[config.mk]
export PLATFORM = sky130hd
export DESIGN_NAME = id_funct_gen_flat
export DESIGN_NICKNAME = d
export VERILOG_FILES = /design/src/rtl/id_funct_gen_if.sv /design/src/rtl/id_funct_gen.sv /design/src/flat_wrapper.sv
export SDC_FILE = /design/constraint.sdc
export NUM_CORES = 1
export LEC_CHECK = 0
export ABC_AREA = 1
export CAP_MARGIN = 20
export CORE_MARGIN = 10
export CORE_UTILIZATION = 40
export CTS_BUF_LIST = sky130_fd_sc_hd__clkbuf_8
export CTS_CLUSTER_DIAMETER = 60
export DETAILED_ROUTE_END_ITERATION = 16
export GPL_ROUTABILITY_DRIVEN = 0
export HOLD_SLACK_MARGIN = 0.06
export PLACE_DENSITY = 0.81
export SLEW_MARGIN = 0
export SYNTH_ARGS = -nofsm -noshare
export SYNTH_HDL_FRONTEND = slang
export SYNTH_SLANG_ARGS = --single-unit
export TNS_END_PERCENT = 50
[constraint.sdc]
create_clock -name clk -period 1.19 [get_ports clk]
set_clock_uncertainty 0.05 [all_clocks]
set_input_delay 0.2975 -clock clk [delete_from_list [all_inputs] [get_ports clk]]
set_output_delay 0.2975 -clock clk [all_outputs]
set_load 0.1 [all_outputs]
[src/rtl/id_funct_gen_if.sv]
// ID/EX ALU-funct stage handshake bundle.
// master = ID side driving the stage, slave = id_funct_gen.
interface id_funct_gen_if #(
  parameter int FUNCT_W = 6,
  parameter int OP_W    = 6
);
  logic               valid_in;
  logic [OP_W-1:0]    op;
  logic [FUNCT_W-1:0] funct_in;
  logic               stall_in;
  logic               flush;
  logic [FUNCT_W-1:0] funct_out;
  logic               valid_out;
  logic               md_busy;
  logic               stall_req;
  logic               md_done;

  modport master (
    output valid_in, op, funct_in, stall_in, flush,
    input  funct_out, valid_out, md_busy, stall_req, md_done
  );

  modport slave (
    input  valid_in, op, funct_in, stall_in, flush,
    output funct_out, valid_out, md_busy, stall_req, md_done
  );
endinterface

[src/rtl/id_funct_gen.sv]
// Registered ALU-funct generator for the ID/EX boundary.
// ID_FUNCT_GEN_MD_EN enables the multiply/divide occupancy sequencer.
module id_funct_gen #(
  parameter int FUNCT_W     = 6,
  parameter int OP_W        = 6,
  parameter int MULT_CYCLES = 4,
  parameter int DIV_CYCLES  = 32
) (
  input  logic          clk,
  input  logic          rst,
  id_funct_gen_if.slave io
);
  typedef logic [OP_W-1:0]    op_t;
  typedef logic [FUNCT_W-1:0] fn_t;

  localparam op_t OP_SPECIAL = op_t'(6'h00);
  localparam op_t OP_JAL     = op_t'(6'h03);
  localparam op_t OP_ADDI    = op_t'(6'h08);
  localparam op_t OP_ADDIU   = op_t'(6'h09);
  localparam op_t OP_SLTI    = op_t'(6'h0A);
  localparam op_t OP_SLTIU   = op_t'(6'h0B);
  localparam op_t OP_ANDI    = op_t'(6'h0C);
  localparam op_t OP_ORI     = op_t'(6'h0D);
  localparam op_t OP_XORI    = op_t'(6'h0E);
  localparam op_t OP_LUI     = op_t'(6'h0F);
  localparam op_t OP_LB      = op_t'(6'h20);
  localparam op_t OP_LH      = op_t'(6'h21);
  localparam op_t OP_LW      = op_t'(6'h23);
  localparam op_t OP_LBU     = op_t'(6'h24);
  localparam op_t OP_LHU     = op_t'(6'h25);
  localparam op_t OP_SB      = op_t'(6'h28);
  localparam op_t OP_SH      = op_t'(6'h29);
  localparam op_t OP_SW      = op_t'(6'h2B);

  localparam fn_t F_NOP   = fn_t'(6'h00);
  localparam fn_t F_ADD   = fn_t'(6'h20);
  localparam fn_t F_ADDU  = fn_t'(6'h21);
  localparam fn_t F_AND   = fn_t'(6'h24);
  localparam fn_t F_OR    = fn_t'(6'h25);
  localparam fn_t F_XOR   = fn_t'(6'h26);
  localparam fn_t F_SLT   = fn_t'(6'h2A);
  localparam fn_t F_SLTU  = fn_t'(6'h2B);

  fn_t  dec;
  fn_t  fo_q;
  logic vo_q;
  logic is_ls;

  assign is_ls = io.op == OP_LB || io.op == OP_LH
              || io.op == OP_LW || io.op == OP_LBU
              || io.op == OP_LHU || io.op == OP_SB
              || io.op == OP_SH || io.op == OP_SW;

  // Map primary opcode (or SPECIAL funct) to the ALU funct.
  always_comb begin
    dec = F_NOP;
    unique case (1'b1)
      io.op == OP_SPECIAL: dec = io.funct_in;
      io.op == OP_LUI || io.op == OP_ORI
        || io.op == OP_JAL: dec = F_OR;
      io.op == OP_ADDIU || is_ls: dec = F_ADDU;
      io.op == OP_ADDI:  dec = F_ADD;
      io.op == OP_SLTI:  dec = F_SLT;
      io.op == OP_SLTIU: dec = F_SLTU;
      io.op == OP_ANDI:  dec = F_AND;
      io.op == OP_XORI:  dec = F_XOR;
      default:           dec = F_NOP;
    endcase
  end

  assign io.funct_out = fo_q;
  assign io.valid_out = vo_q;

`ifdef ID_FUNCT_GEN_MD_EN
  localparam int MAX_N =
    MULT_CYCLES > DIV_CYCLES ? MULT_CYCLES : DIV_CYCLES;
  localparam int CW = $clog2(MAX_N + 1);
  typedef logic [CW-1:0] cnt_t;
  localparam cnt_t MULT_LD = cnt_t'(MULT_CYCLES - 1);
  localparam cnt_t DIV_LD  = cnt_t'(DIV_CYCLES - 1);
  localparam cnt_t CNT_ONE = cnt_t'(1);

  localparam fn_t F_MULT  = fn_t'(6'h18);
  localparam fn_t F_MULTU = fn_t'(6'h19);
  localparam fn_t F_DIV   = fn_t'(6'h1A);
  localparam fn_t F_DIVU  = fn_t'(6'h1B);

  cnt_t cnt;
  logic busy_q;
  logic done1_q;
  logic is_mult;
  logic is_div;
  logic md_last;
  logic accept;
  cnt_t ld;
  logic ld_busy;
  logic ld_one;

  assign is_mult = io.op == OP_SPECIAL
    && (io.funct_in == F_MULT || io.funct_in == F_MULTU);
  assign is_div = io.op == OP_SPECIAL
    && (io.funct_in == F_DIV || io.funct_in == F_DIVU);
  assign md_last = busy_q && cnt == CNT_ONE;
  // The final busy cycle releases ID so the held instruction
  // is taken exactly once, on the edge ending md_done.
  assign accept = !io.stall_in && (!busy_q || md_last);

  // Occupancy to load for an accepted MD instruction.
  always_comb begin
    ld      = '0;
    ld_busy = 1'b0;
    ld_one  = 1'b0;
    if (io.valid_in && is_mult) begin
      ld      = MULT_LD;
      ld_busy = MULT_CYCLES > 1;
      ld_one  = MULT_CYCLES == 1;
    end else if (io.valid_in && is_div) begin
      ld      = DIV_LD;
      ld_busy = DIV_CYCLES > 1;
      ld_one  = DIV_CYCLES == 1;
    end
  end

  // Stage register plus MD occupancy countdown.
  always_ff @(posedge clk or posedge rst) begin
    if (rst) begin
      fo_q    <= F_NOP;
      vo_q    <= 1'b0;
      cnt     <= '0;
      busy_q  <= 1'b0;
      done1_q <= 1'b0;
    end else if (io.flush) begin
      fo_q    <= F_NOP;
      vo_q    <= 1'b0;
      cnt     <= '0;
      busy_q  <= 1'b0;
      done1_q <= 1'b0;
    end else if (accept) begin
      fo_q    <= io.valid_in ? dec : F_NOP;
      vo_q    <= io.valid_in;
      cnt     <= ld;
      busy_q  <= ld_busy;
      done1_q <= ld_one;
    end else begin
      done1_q <= 1'b0;
      if (busy_q) begin
        if (cnt != '0) cnt <= cnt - CNT_ONE;
        busy_q <= cnt > CNT_ONE;
      end
    end
  end

  assign io.md_busy   = busy_q;
  assign io.md_done   = md_last || done1_q;
  assign io.stall_req = io.stall_in || (busy_q && !md_last);
`else
  // Stage register; MD functs pass through like any SPECIAL.
  always_ff @(posedge clk or posedge rst) begin
    if (rst) begin
      fo_q <= F_NOP;
      vo_q <= 1'b0;
    end else if (io.flush) begin
      fo_q <= F_NOP;
      vo_q <= 1'b0;
    end else if (!io.stall_in) begin
      fo_q <= io.valid_in ? dec : F_NOP;
      vo_q <= io.valid_in;
    end
  end

  assign io.md_busy   = 1'b0;
  assign io.md_done   = 1'b0;
  assign io.stall_req = io.stall_in;
`endif
endmodule

[src/flat_wrapper.sv]
// flat-port wrapper written by rule: the top's interface ports become plain ports
module id_funct_gen_flat 
#(
  parameter int FUNCT_W     = 6,
  parameter int OP_W        = 6,
  parameter int MULT_CYCLES = 4,
  parameter int DIV_CYCLES  = 32
)
  (clk, rst, io_valid_in, io_op, io_funct_in, io_stall_in, io_flush, io_funct_out, io_valid_out, io_md_busy, io_stall_req, io_md_done);
  id_funct_gen_if #(.FUNCT_W(FUNCT_W), .OP_W(OP_W)) io_i ();
  input  logic clk;
  input  logic rst;
  input wire logic [$bits(io_i.valid_in)-1:0] io_valid_in;
  input wire logic [$bits(io_i.op)-1:0] io_op;
  input wire logic [$bits(io_i.funct_in)-1:0] io_funct_in;
  input wire logic [$bits(io_i.stall_in)-1:0] io_stall_in;
  input wire logic [$bits(io_i.flush)-1:0] io_flush;
  output wire logic [$bits(io_i.funct_out)-1:0] io_funct_out;
  output wire logic [$bits(io_i.valid_out)-1:0] io_valid_out;
  output wire logic [$bits(io_i.md_busy)-1:0] io_md_busy;
  output wire logic [$bits(io_i.stall_req)-1:0] io_stall_req;
  output wire logic [$bits(io_i.md_done)-1:0] io_md_done;
  assign io_i.valid_in = io_valid_in;
  assign io_i.op = io_op;
  assign io_i.funct_in = io_funct_in;
  assign io_i.stall_in = io_stall_in;
  assign io_i.flush = io_flush;
  assign io_funct_out = io_i.funct_out;
  assign io_valid_out = io_i.valid_out;
  assign io_md_busy = io_i.md_busy;
  assign io_stall_req = io_i.stall_req;
  assign io_md_done = io_i.md_done;
  id_funct_gen #(.FUNCT_W(FUNCT_W), .OP_W(OP_W), .MULT_CYCLES(MULT_CYCLES), .DIV_CYCLES(DIV_CYCLES)) u_core (.clk(clk), .rst(rst), .io(io_i));
endmodule
==> parameters.txt <==
Parameter                              Value

Outcome
  Status ... finished, final reports clean

Critical path
  Cell type of the slowest stage on the worst timing path ... dfrtp_2
  R2R setup slack ... between 300 and 400 ps
  Crit-path max cell delay ... 420 ps
  FF-to-FF Start ... u_core.io.funct_out[5]
  Peak fanout along the critical path ... 2
  Cell family contributing the most delay on the critical path ... flip-flops
  Critical Setup Path Class ... reg -> out
  Number of cells on the worst reg-to-reg path ... 4
  Worst Path Arrival ... between 800 and 900 ps
  Critical path startpoint category ... flop
  Chain of cells forming the critical path ... buf_12
  Worst Path Buf+Inv ... 1
  Endpoint type of the worst setup path ... output port
  Reg2reg end ... u_core.io.funct_out[5]
  Critical path data required time ... between 800 and 900 ps

Floorplan
  Height of the die ... between 50 and 60 um
  Die Area ... roughly 0.0033 sq mm
  Starting density of the core ... around 42%
  Horiz. Die Dim ... about 57 um
  Boundary pin count ... 27
  Std-Cell Rows ... 13
  Placeable core region ... 0.00130 sq mm

Synth
  #FFs+latches synth ... 7
  Largest area contributor in the netlist ... dfrtp_1
  Fraction of synthesized cell area taken by the top area cell type ... a little under a third
  Main area contributors after synthesis ... dfrtp_1 (32%), nand2_1 (25%), inv_1 (8.2%), nor2_1 (6.2%), nor2_4 (6.2%)
  Most frequent cells after synthesis ... nand2_1 (36), inv_1 (12), nor2_1 (9)
  Most used standard cell by instance count after synthesis ... nand2_1
  Fraction of synthesis flops using an asynchronous set or reset pin ... 100%
  Avg Cell Area, Syn ... about 6.3 sq um
  Part of the Yosys area used for sequential elements ... 32.0%
  Yosys warning count ... 0
  Most common flop cell mapped by yosys ... dfrtp_1
  Number of different library cells in the post-synthesis netlist ... 17
  Cell count after synthesis ... just under 90
  Combined area of all synthesized cells ... roughly 550 sq um
  Post-synth EDFFs ... 0

CTS
  Num CTS Buffers ... 3
  Clock slew seen by the registers of the worst setup and hold paths ... roughly 40 ps
  Buffer depth of the longest clock path ... 2
  Clock tree from TritonCTS ... built
  Root Buffer ... clkbuf_8
  Number of H-tree levels ... 1
  Clock insertion delay at the later pin of the skew report ... 230 ps
  Number of clock sinks seen by CTS ... 7

Power
  Power Total ... 0.000809 W
  Power per standard cell area ... around 880 mW/mm^2
  Largest vdd supply drop ... ~0.00043 V
  Static leakage power ... 0.490 nW

Timing
  Minimum clock period after layout ... roughly 1200 ps
  Final period util ... between 90% and 100%
  Setup violations, final ... 0
  Achievable frequency ... approximately 850 MHz
  RSZ-0062 raised after global routing ... no
  Worst setup slack after layout ... roughly 19 ps
  Count of final max-slew check failures ... 0
  Total count of hold-check failures in the final report ... 0

Routing
  Post-detailed-route DRC marker count ... 0
  Wire length reported by the detailed router ... ~1.7 mm
  Total number of vias ... a little under 600
  Drt via density ... about 4.5
  Antenna Nets Post-Route ... 0
  Wire per inst ... around 13 um
  DRT Pass-1 Iters ... 4
  Initial detailed-routing violation count ... 10

Job
  Count of max-cap constraint violations ... 0

Placed design
  Placement-stage worst setup slack ... -479 ps
  Port Buf Inserts ... 24
  Cell Count Post-Placement ... approximately 130
  Total cell area at the placement stage ... ~890 sq um
  Placed wire-length estimate ... around 1.4 mm

Cells and area
  Core Util, Final ... slightly above 70%
  Total number of nets in the final design ... between 100 and 150
  Number of diodes added for antenna fixing ... 0
  Layout cells sized above 1 ... 31.3%
  Count of non-filler cells in the finished layout ... 130
  Total non-filler cell area in the finished layout ... slightly above 900 sq um
  Area added between synthesis and finish ... 68.5%

Min path
  Worst hold path class ... in -> async

Global routing
  GRT Resource Usage Total ... between 10% and 20%
  Via count of the first global-routing pass ... 655
  Aggregate global routing overflow ... 0
  Global-route wire length before repair ... roughly 2.8 mm
  Antenna violations before repair ... 0
  Pin count of the biggest net entering global routing ... 9
==> registers in the layout, summed over array words and instances (netlist names) <==
register	count
u_core.io.valid_out	1
u_core.io.funct_out	6
==> placed cells by master, fill, tap and decap left out <==
master           synthesis  final
a21boi_1                 1      1
a22o_1                   1      1
buf_12                   0      8
buf_4                    3      3
clkbuf_2                 0      5
clkbuf_8                 0      3
clkdlybuf4s15_1          0      1
clkdlybuf4s50_1          0      7
conb_1                   1      2
dfrtp_1                  7      1
dfrtp_2                  0      6
dlygate4sd2_1            0      3
inv_1                   12     12
inv_2                    2      3
nand2_1                 36     36
nand2_2                  1      1
nand3_1                  5      5
nand3_4                  0      1
nor2_1                   9      8
nor2_2                   2      1
nor2_4                   3      5
nor3_1                   1      1
o21ai_0                  1      1
==> worst max path at each step <==
stage,from,to,slack (ps),cells past startpoint
2_1_floorplan,u_core.io.valid_out,io_valid_out,-60,0
3_3_place_gp,io_op[1],u_core.io.funct_out[0],-400,10
3_5_place_dp,io_op[1],u_core.io.funct_out[5],-480,8
4_1_cts,u_core.io.funct_out[4],io_funct_out[4],10,1
5_1_grt,u_core.io.funct_out[4],io_funct_out[4],3,1
6_report,u_core.io.funct_out[4],io_funct_out[4],20,1
==> per-layer routing <==
layer  global-route usage (%)  share of wire [%]
met1                     8.73                 36
met2                     20.5                 54
met3                     5.09                8.5
met4                     4.03               0.84
met5                        0                  0
==> where the power goes <==
part / switching, W / internal [W]
registers: 0.00000491 / 0.000244
logic: 0.000151 / 0.0000854
clock network: 0.000100 / 0.000223
==> repair_timing <==
item                       in CTS  in global routing
resized for setup              14                 11
setup endpoints to repair       8                  2
pin swaps                       7                  4
buffers inserted                0                  1
hold buffers                    0                  0
==> stage by stage <==
step,hold WS (ps),setup TNS (ps)
after floorplan,50.5,-71.0
after global placement,462,-2580
after detailed placement,465,-3030
after CTS,260,0
after global routing,277,0
final,252,0
==> logic make-up (layout without fill, tap and decap cells) <==
group / after synthesis / count (layout) / synth area share, %
buf+inv: 18 / 45 / 15.8
flops: 7 / 7 / 32.0
compound gates: 3 / 3 / 3.88
simple gates: 58 / 58 / 47.7
other cells: 1 / 2 / 0.684
==> cell type report <==
type	count	area, sq um
multi-input combinational	63	310
inverter	14	52.6
tap	15	18.8
clock buffer	3	41.3
fill	109	378
sequential	7	183
clock inverter	1	3.75
timing repair buffer	27	314
Power figures use the tool's default switching activity.
